## config.mk

```make
export PLATFORM = sky130hd
export DESIGN_NAME = dual_slope_ctrl
export DESIGN_NICKNAME = d
export VERILOG_FILES = /design/src/rtl/dual_slope_ctrl.sv
export SDC_FILE = /design/constraint.sdc
export NUM_CORES = 1
export LEC_CHECK = 0
export ABC_CLOCK_PERIOD_IN_PS = 1900
export CORE_MARGIN = 2
export CORE_UTILIZATION = 49
export DETAILED_ROUTE_END_ITERATION = 12
export GPL_TIMING_DRIVEN = 0
export PLACE_DENSITY = 0.75
export SLEW_MARGIN = 20
export SYNTH_ARGS = -nofsm -noshare
export SYNTH_HDL_FRONTEND = slang
export SYNTH_SLANG_ARGS = --single-unit
```

## constraint.sdc

```tcl
create_clock -name clk -period 1.9 [get_ports clk]
set_input_delay 0.38 -clock clk [delete_from_list [all_inputs] [get_ports clk]]
set_output_delay 0.38 -clock clk [all_outputs]
set_load 0.02 [all_outputs]
```

## src/rtl/dual_slope_ctrl.sv

```systemverilog
// Dual-slope ADC sequencer: auto-zero, fixed run-up, reference run-down with a BCD count.
// Optional AUTOZERO_EN macro adds the AZ phase; undefined, IDLE and DONE go straight to RUNUP.
module dual_slope_ctrl #(
    parameter int DIGITS = 3,
    parameter int T_INT  = 100,
    parameter int T_AZ   = 16
) (
    input  logic                  clk,
    input  logic                  rstn,
    input  logic                  start,
    input  logic                  cont,
    input  logic                  vint_z,
    input  logic                  vin_neg,
    output logic                  sw_az,
    output logic                  sw_in,
    output logic                  sw_ref,
    output logic                  ref_neg,
    output logic                  busy,
    output logic [4*DIGITS-1:0]   result,
    output logic                  neg,
    output logic                  ovr,
    output logic                  valid
);

    localparam int BW      = 4 * DIGITS;
    localparam int TMR_MAX = (T_INT > T_AZ) ? T_INT : T_AZ;
    localparam int TW      = (TMR_MAX > 1) ? $clog2(TMR_MAX + 1) : 1;
    localparam logic [TW-1:0] INT_LAST  = TW'(T_INT - 1);
    localparam logic [BW-1:0] ALL_NINES = {DIGITS{4'h9}};

    if (DIGITS < 1) begin : g_bad_digits
        $error("dual_slope_ctrl: DIGITS must be at least 1");
    end
    if (T_INT < 1) begin : g_bad_tint
        $error("dual_slope_ctrl: T_INT must be at least 1");
    end

    typedef enum logic [2:0] {
        IDLE  = 3'd0,
        AZ    = 3'd1,
        RUNUP = 3'd2,
        RUNDN = 3'd3,
        DONE  = 3'd4
    } state_t;

`ifdef AUTOZERO_EN
    localparam logic [TW-1:0] AZ_LAST = TW'(T_AZ - 1);
    localparam state_t FIRST = AZ;
`else
    localparam state_t FIRST = RUNUP;
`endif

    state_t          state_q, state_d;
    logic [TW-1:0]   timer_q, timer_d;
    logic [BW-1:0]   bcd_q, bcd_d;
    logic            sign_q, sign_d;
    logic            ref_neg_q, ref_neg_d;
    logic [BW-1:0]   result_q, result_d;
    logic            neg_q, neg_d;
    logic            ovr_q, ovr_d;
    logic            sw_az_q, sw_az_d;
    logic            sw_in_q, sw_in_d;
    logic            sw_ref_q, sw_ref_d;
    logic            busy_q, busy_d;
    logic            valid_q, valid_d;

    // Decimal increment: each digit wraps 9->0 and carries into the next one up.
    function automatic logic [BW-1:0] bcd_inc(input logic [BW-1:0] v);
        logic [BW-1:0] r;
        logic          c;
        r = v;
        c = 1'b1;
        for (int i = 0; i < DIGITS; i++) begin
            if (c) begin
                if (v[4*i +: 4] == 4'd9) begin
                    r[4*i +: 4] = 4'd0;
                end else begin
                    r[4*i +: 4] = v[4*i +: 4] + 4'd1;
                    c = 1'b0;
                end
            end
        end
        return r;
    endfunction

    always_comb begin
        state_d   = state_q;
        timer_d   = timer_q;
        bcd_d     = bcd_q;
        sign_d    = sign_q;
        ref_neg_d = ref_neg_q;
        result_d  = result_q;
        neg_d     = neg_q;
        ovr_d     = ovr_q;

        case (state_q)
            IDLE: begin
                if (start) begin
                    state_d = FIRST;
                    timer_d = '0;
                    bcd_d   = '0;
                end
            end
`ifdef AUTOZERO_EN
            AZ: begin
                if (timer_q == AZ_LAST) begin
                    state_d = RUNUP;
                    timer_d = '0;
                end else begin
                    timer_d = timer_q + TW'(1);
                end
            end
`endif
            RUNUP: begin
                if (timer_q == INT_LAST) begin
                    // Reference polarity is always opposite to the integrated input.
                    state_d   = RUNDN;
                    timer_d   = '0;
                    bcd_d     = '0;
                    sign_d    = vin_neg;
                    ref_neg_d = !vin_neg;
                end else begin
                    timer_d = timer_q + TW'(1);
                end
            end
            RUNDN: begin
                if (vint_z) begin
                    state_d  = DONE;
                    result_d = bcd_q;
                    neg_d    = sign_q;
                    ovr_d    = 1'b0;
                end else if (bcd_q == ALL_NINES) begin
                    state_d  = DONE;
                    result_d = ALL_NINES;
                    neg_d    = sign_q;
                    ovr_d    = 1'b1;
                end else begin
                    bcd_d = bcd_inc(bcd_q);
                end
            end
            DONE: begin
                timer_d = '0;
                bcd_d   = '0;
                state_d = cont ? FIRST : IDLE;
            end
            default: begin
                state_d = IDLE;
            end
        endcase

        // Outputs are decoded from the next state so they toggle on the state-change edge.
        sw_az_d  = (state_d == IDLE) || (state_d == AZ) || (state_d == DONE);
        sw_in_d  = (state_d == RUNUP);
        sw_ref_d = (state_d == RUNDN);
        busy_d   = (state_d != IDLE);
        valid_d  = (state_d == DONE);
    end

    always_ff @(posedge clk or negedge rstn) begin
        if (!rstn) begin
            state_q   <= IDLE;
            timer_q   <= '0;
            bcd_q     <= '0;
            sign_q    <= 1'b0;
            ref_neg_q <= 1'b0;
            result_q  <= '0;
            neg_q     <= 1'b0;
            ovr_q     <= 1'b0;
            sw_az_q   <= 1'b1;
            sw_in_q   <= 1'b0;
            sw_ref_q  <= 1'b0;
            busy_q    <= 1'b0;
            valid_q   <= 1'b0;
        end else begin
            state_q   <= state_d;
            timer_q   <= timer_d;
            bcd_q     <= bcd_d;
            sign_q    <= sign_d;
            ref_neg_q <= ref_neg_d;
            result_q  <= result_d;
            neg_q     <= neg_d;
            ovr_q     <= ovr_d;
            sw_az_q   <= sw_az_d;
            sw_in_q   <= sw_in_d;
            sw_ref_q  <= sw_ref_d;
            busy_q    <= busy_d;
            valid_q   <= valid_d;
        end
    end

    assign sw_az   = sw_az_q;
    assign sw_in   = sw_in_q;
    assign sw_ref  = sw_ref_q;
    assign ref_neg = ref_neg_q;
    assign busy    = busy_q;
    assign result  = result_q;
    assign neg     = neg_q;
    assign ovr     = ovr_q;
    assign valid   = valid_q;

endmodule

```

==> qor.csv <==
stage,metric,value,unit
layout,drive_gt1_frac,0.203,
synthesis,synth_top_family_by_area,compound AO/OA/AOI/OAI gates,
setup_path,cpMaxStageDelayCell,dfrtp_1,
layout,layout_common_cells,"dfrtp_1, clkdlybuf4s50_1, nand2_1",
setup_path,crit_path_frequent_cell,buf_6,
synthesis,ys.flop_type,dfrtp_1,
sta,max_slew_margin,0.719,
layout,final_common_cell,dfrtp_1,
sta,slew_violations,0,
synthesis,syn_inst,193,
synthesis,synth_mux_area_frac,0.00543,
sta,worst_pin_slew,0.418,ns
sta,fin_setup_tns,0,ns
floorplanning,die_h,69.0,µm
route,drc,0,
flow_run,drv_cap,0,
sta,timing.fmax,542,MHz
global_routing,grt_first_pass_wirelength,7.25,mm
setup_path,r2r_cells,7,
sta,setup_slack,0.0554,ns
layout,syn_to_final_growth,29.1,%
clocking,cts_tree,yes,
power_and_ir_drop,p_leak,1.23,nW
global_routing,grt_pass1_vias,1582,
layout,stdcell_count,291,
setup_path,crit_path_cell_trace,"buf_6, inv_1, or3_4, o211ai_4, buf_6, o21ai_0, o41ai_1",
synthesis,synth_area_per_cell,10.7,µm²
floorplanning,rows,23,
status,status,"finished, final reports clean",
hold_path,hold_path_class,reg -> reg,
route,drtAntennaViolNets,0,
layout,nets,253,
setup_path,crit_required,2.08,ns
setup_path,critPathTopFamily,compound AO/OA/AOI/OAI gates,
placed_design,pre_cts_ws,-0.369,ns
synthesis,synth_seq_cells,43,
placed_design,dpl_cell_area,0.00240,mm²
sta,min_period_over_period,0.971,
global_routing,grt_max_degree,34,
setup_path,cp-end-kind,register,
clocking,cts-root-buf,clkbuf_8,
setup_path,cp.arrival,2.03,ns
global_routing,antenna_found_initial,0,
hold_path,min_to,ref_neg$_DFFE_PN0P_,
layout,n_fill_cell,321,
power_and_ir_drop,ir_drop,0.539,mV
power_and_ir_drop,total_power,0.00288,W
setup_path,max_stage_delay,0.42,ns
setup_path,r2r_end,bcd_q[6]$_DFFE_PN0P_,
route,vias,1667,
floorplanning,fp.dieW,69.0,µm
synthesis,ys_async_sr_fraction,1.00,
floorplanning,start_util,0.515,
sta,rsz0062_at_grt,yes,
synthesis,synth_edf_count,0,
route,routed_wl,4.37,mm
synthesis,synth_xor_area_frac,0.00845,
synthesis,synth.net_count,206,
clocking,cts_inserted_buffers,5,
layout,fin_area,0.00268,mm²
synthesis,synthAdderAreaFrac,0.0422,
placed_design,dp_hpwl,2.83,mm
floorplanning,core_area,0.00403,mm²
setup_path,reg2reg_slack,0.06,ns
synthesis,synth-compound-area-share,0.203,
route,wl_per_cell,15.0,µm
setup_path,r2r-start,state_q[1]$_DFF_PN0_,
route,viasPerCell,5.73,
sta,fin_crit,1.84,ns
placed_design,port_buffers,25,
setup_path,path_max_fanout,10,
synthesis,ys_seq_area_frac,0.520,
setup_path,critPathBufInv,3,
synthesis,yosys.area_share.simple,0.183,
synthesis,synth_cell_types,45,
sta,hold_viol_final,0,
clocking,clkTransAtPathRegs,0.08,ns
setup_path,crit_type,reg -> reg,
global_routing,track_usage,0.189,
synthesis,synth_area,0.00207,mm²
floorplanning,io_pins,26,
sta,setup_violations,0,
clocking,h-tree-depth,2,
global_routing,grt_overflow_total,0,
route,dr.pass1.iters,4,
layout,diodes,0,
clocking,cts_max_path_buffers,2,
route,drt_iter0_drc,90,
power_and_ir_drop,power_density,1070,mW/mm²
placed_design,gp_congestion,0.821,
sta,finClkSkew,0.00443,ns
hold_path,hold_start,ref_neg$_DFFE_PN0P_,
clocking,clk_latency,0.29,ns
clocking,clock-sinks,43,
placed_design,placed_cells,269,
hold_path,hold_depth,2,
synthesis,yosysWarnings,0,
setup_path,critPathLaunchType,register,
floorplanning,dieArea,0.00477,mm²
[registers in the layout, summed over array words and instances, names as in the netlist, 3 cells and up]
signal   count
result      12
state_q      3
bcd_q       12
timer_q      7
[worst reg2reg max path, cell delays in order (launching register included)]
cell      delay (ns)
dfrtp_1         0.42
buf_6           0.16
inv_1           0.07
or3_4           0.38
o211ai_4        0.34
buf_6           0.17
o21ai_0         0.10
o41ai_1         0.08
[through the flow]
step	util	hold WS, ns
global route	0.665	0.511
global placement	0.592	0.460
detailed placement	0.596	0.269
finish	0.665	0.478
CTS	0.643	0.479
floorplan	-	0.0844
[Yosys cell counts (all sizes together), types with 2 or more instances]
cell	count	area share
o21ai	19	0.046
xnor2	2	0.0085
o31ai	5	0.025
a31oi	3	0.0091
buf	5	0.019
a21oi	7	0.019
nand2	18	0.033
and2	3	0.0091
nor2	14	0.025
and3b	4	0.017
nor3	4	0.0097
a22o	4	0.017
nand3	8	0.019
a21o	2	0.0072
dfrtp	42	0.51
or3	2	0.0085
nand4	3	0.0091
o22a	6	0.025
nand2b	4	0.012
ha	7	0.042
inv	9	0.016
o41ai	5	0.021
nor2b	2	0.0060
[layer usage]
layer,vias to the layer above,wire (µm),global-route usage
met3,10,190,0.0482
met2,45,2190,0.308
met5,-,0,0
met1,819,1910,0.243
met4,0,85,0.0697
li1,793,-,-
[repair_timing]
action,in CTS,in global routing
pin swaps,4,6
endpoints found under the setup margin,17,17
setup buffers,7,6
hold endpoints to repair,10,0
resized for setup,3,11
cloned,0,1
hold buffers,1,0
[power by group]
| group | leakage, nW | internal (W) | total (W) | switching (W) |
|---|---|---|---|---|
| sequential | 0.549 | 0.00110 | 0.00128 | 0.000174 |
| clock | 0.0612 | 0.000425 | 0.000732 | 0.000307 |
| combinational | 0.623 | 0.000458 | 0.000866 | 0.000408 |
[cells by family (layout without fill, tap and decap cells)]
family | Yosys count | in the layout
mux | 1 | 1
compound gates | 56 | 56
simple gates | 69 | 69
xor+xnor | 2 | 2
flops | 43 | 43
fa+ha+maj | 7 | 7
buf+inv | 15 | 63
[area by class of cell]
class,count,area (µm²),share of cell area
inverter,9,33.8,0.0126
clock buffer,6,82.6,0.0308
buffer,5,46.3,0.0173
timing repair buffer,41,384,0.143
tap,50,62.6,0.0234
multi-input combinational,135,955,0.357
sequential,43,1080,0.403
clock inverter,2,35.0,0.0131
[worst max path at each step]
stage	startpoint	end	slack (ns)	cells past startpoint
after floorplan	bcd_q[4]$_DFFE_PN0P_	bcd_q[7]$_DFFE_PN0P_	0.08	7
after global placement	rstn	result[4]$_DFFE_PN0P_	-0.63	1
after detailed placement	vint_z	bcd_q[7]$_DFFE_PN0P_	-0.37	6
after CTS	vint_z	bcd_q[7]$_DFFE_PN0P_	0.003	6
after global routing	state_q[1]$_DFF_PN0_	bcd_q[6]$_DFFE_PN0P_	-0.01	7
final	state_q[1]$_DFF_PN0_	bcd_q[6]$_DFFE_PN0P_	0.06	7
Power figures use the tool's default switching activity.
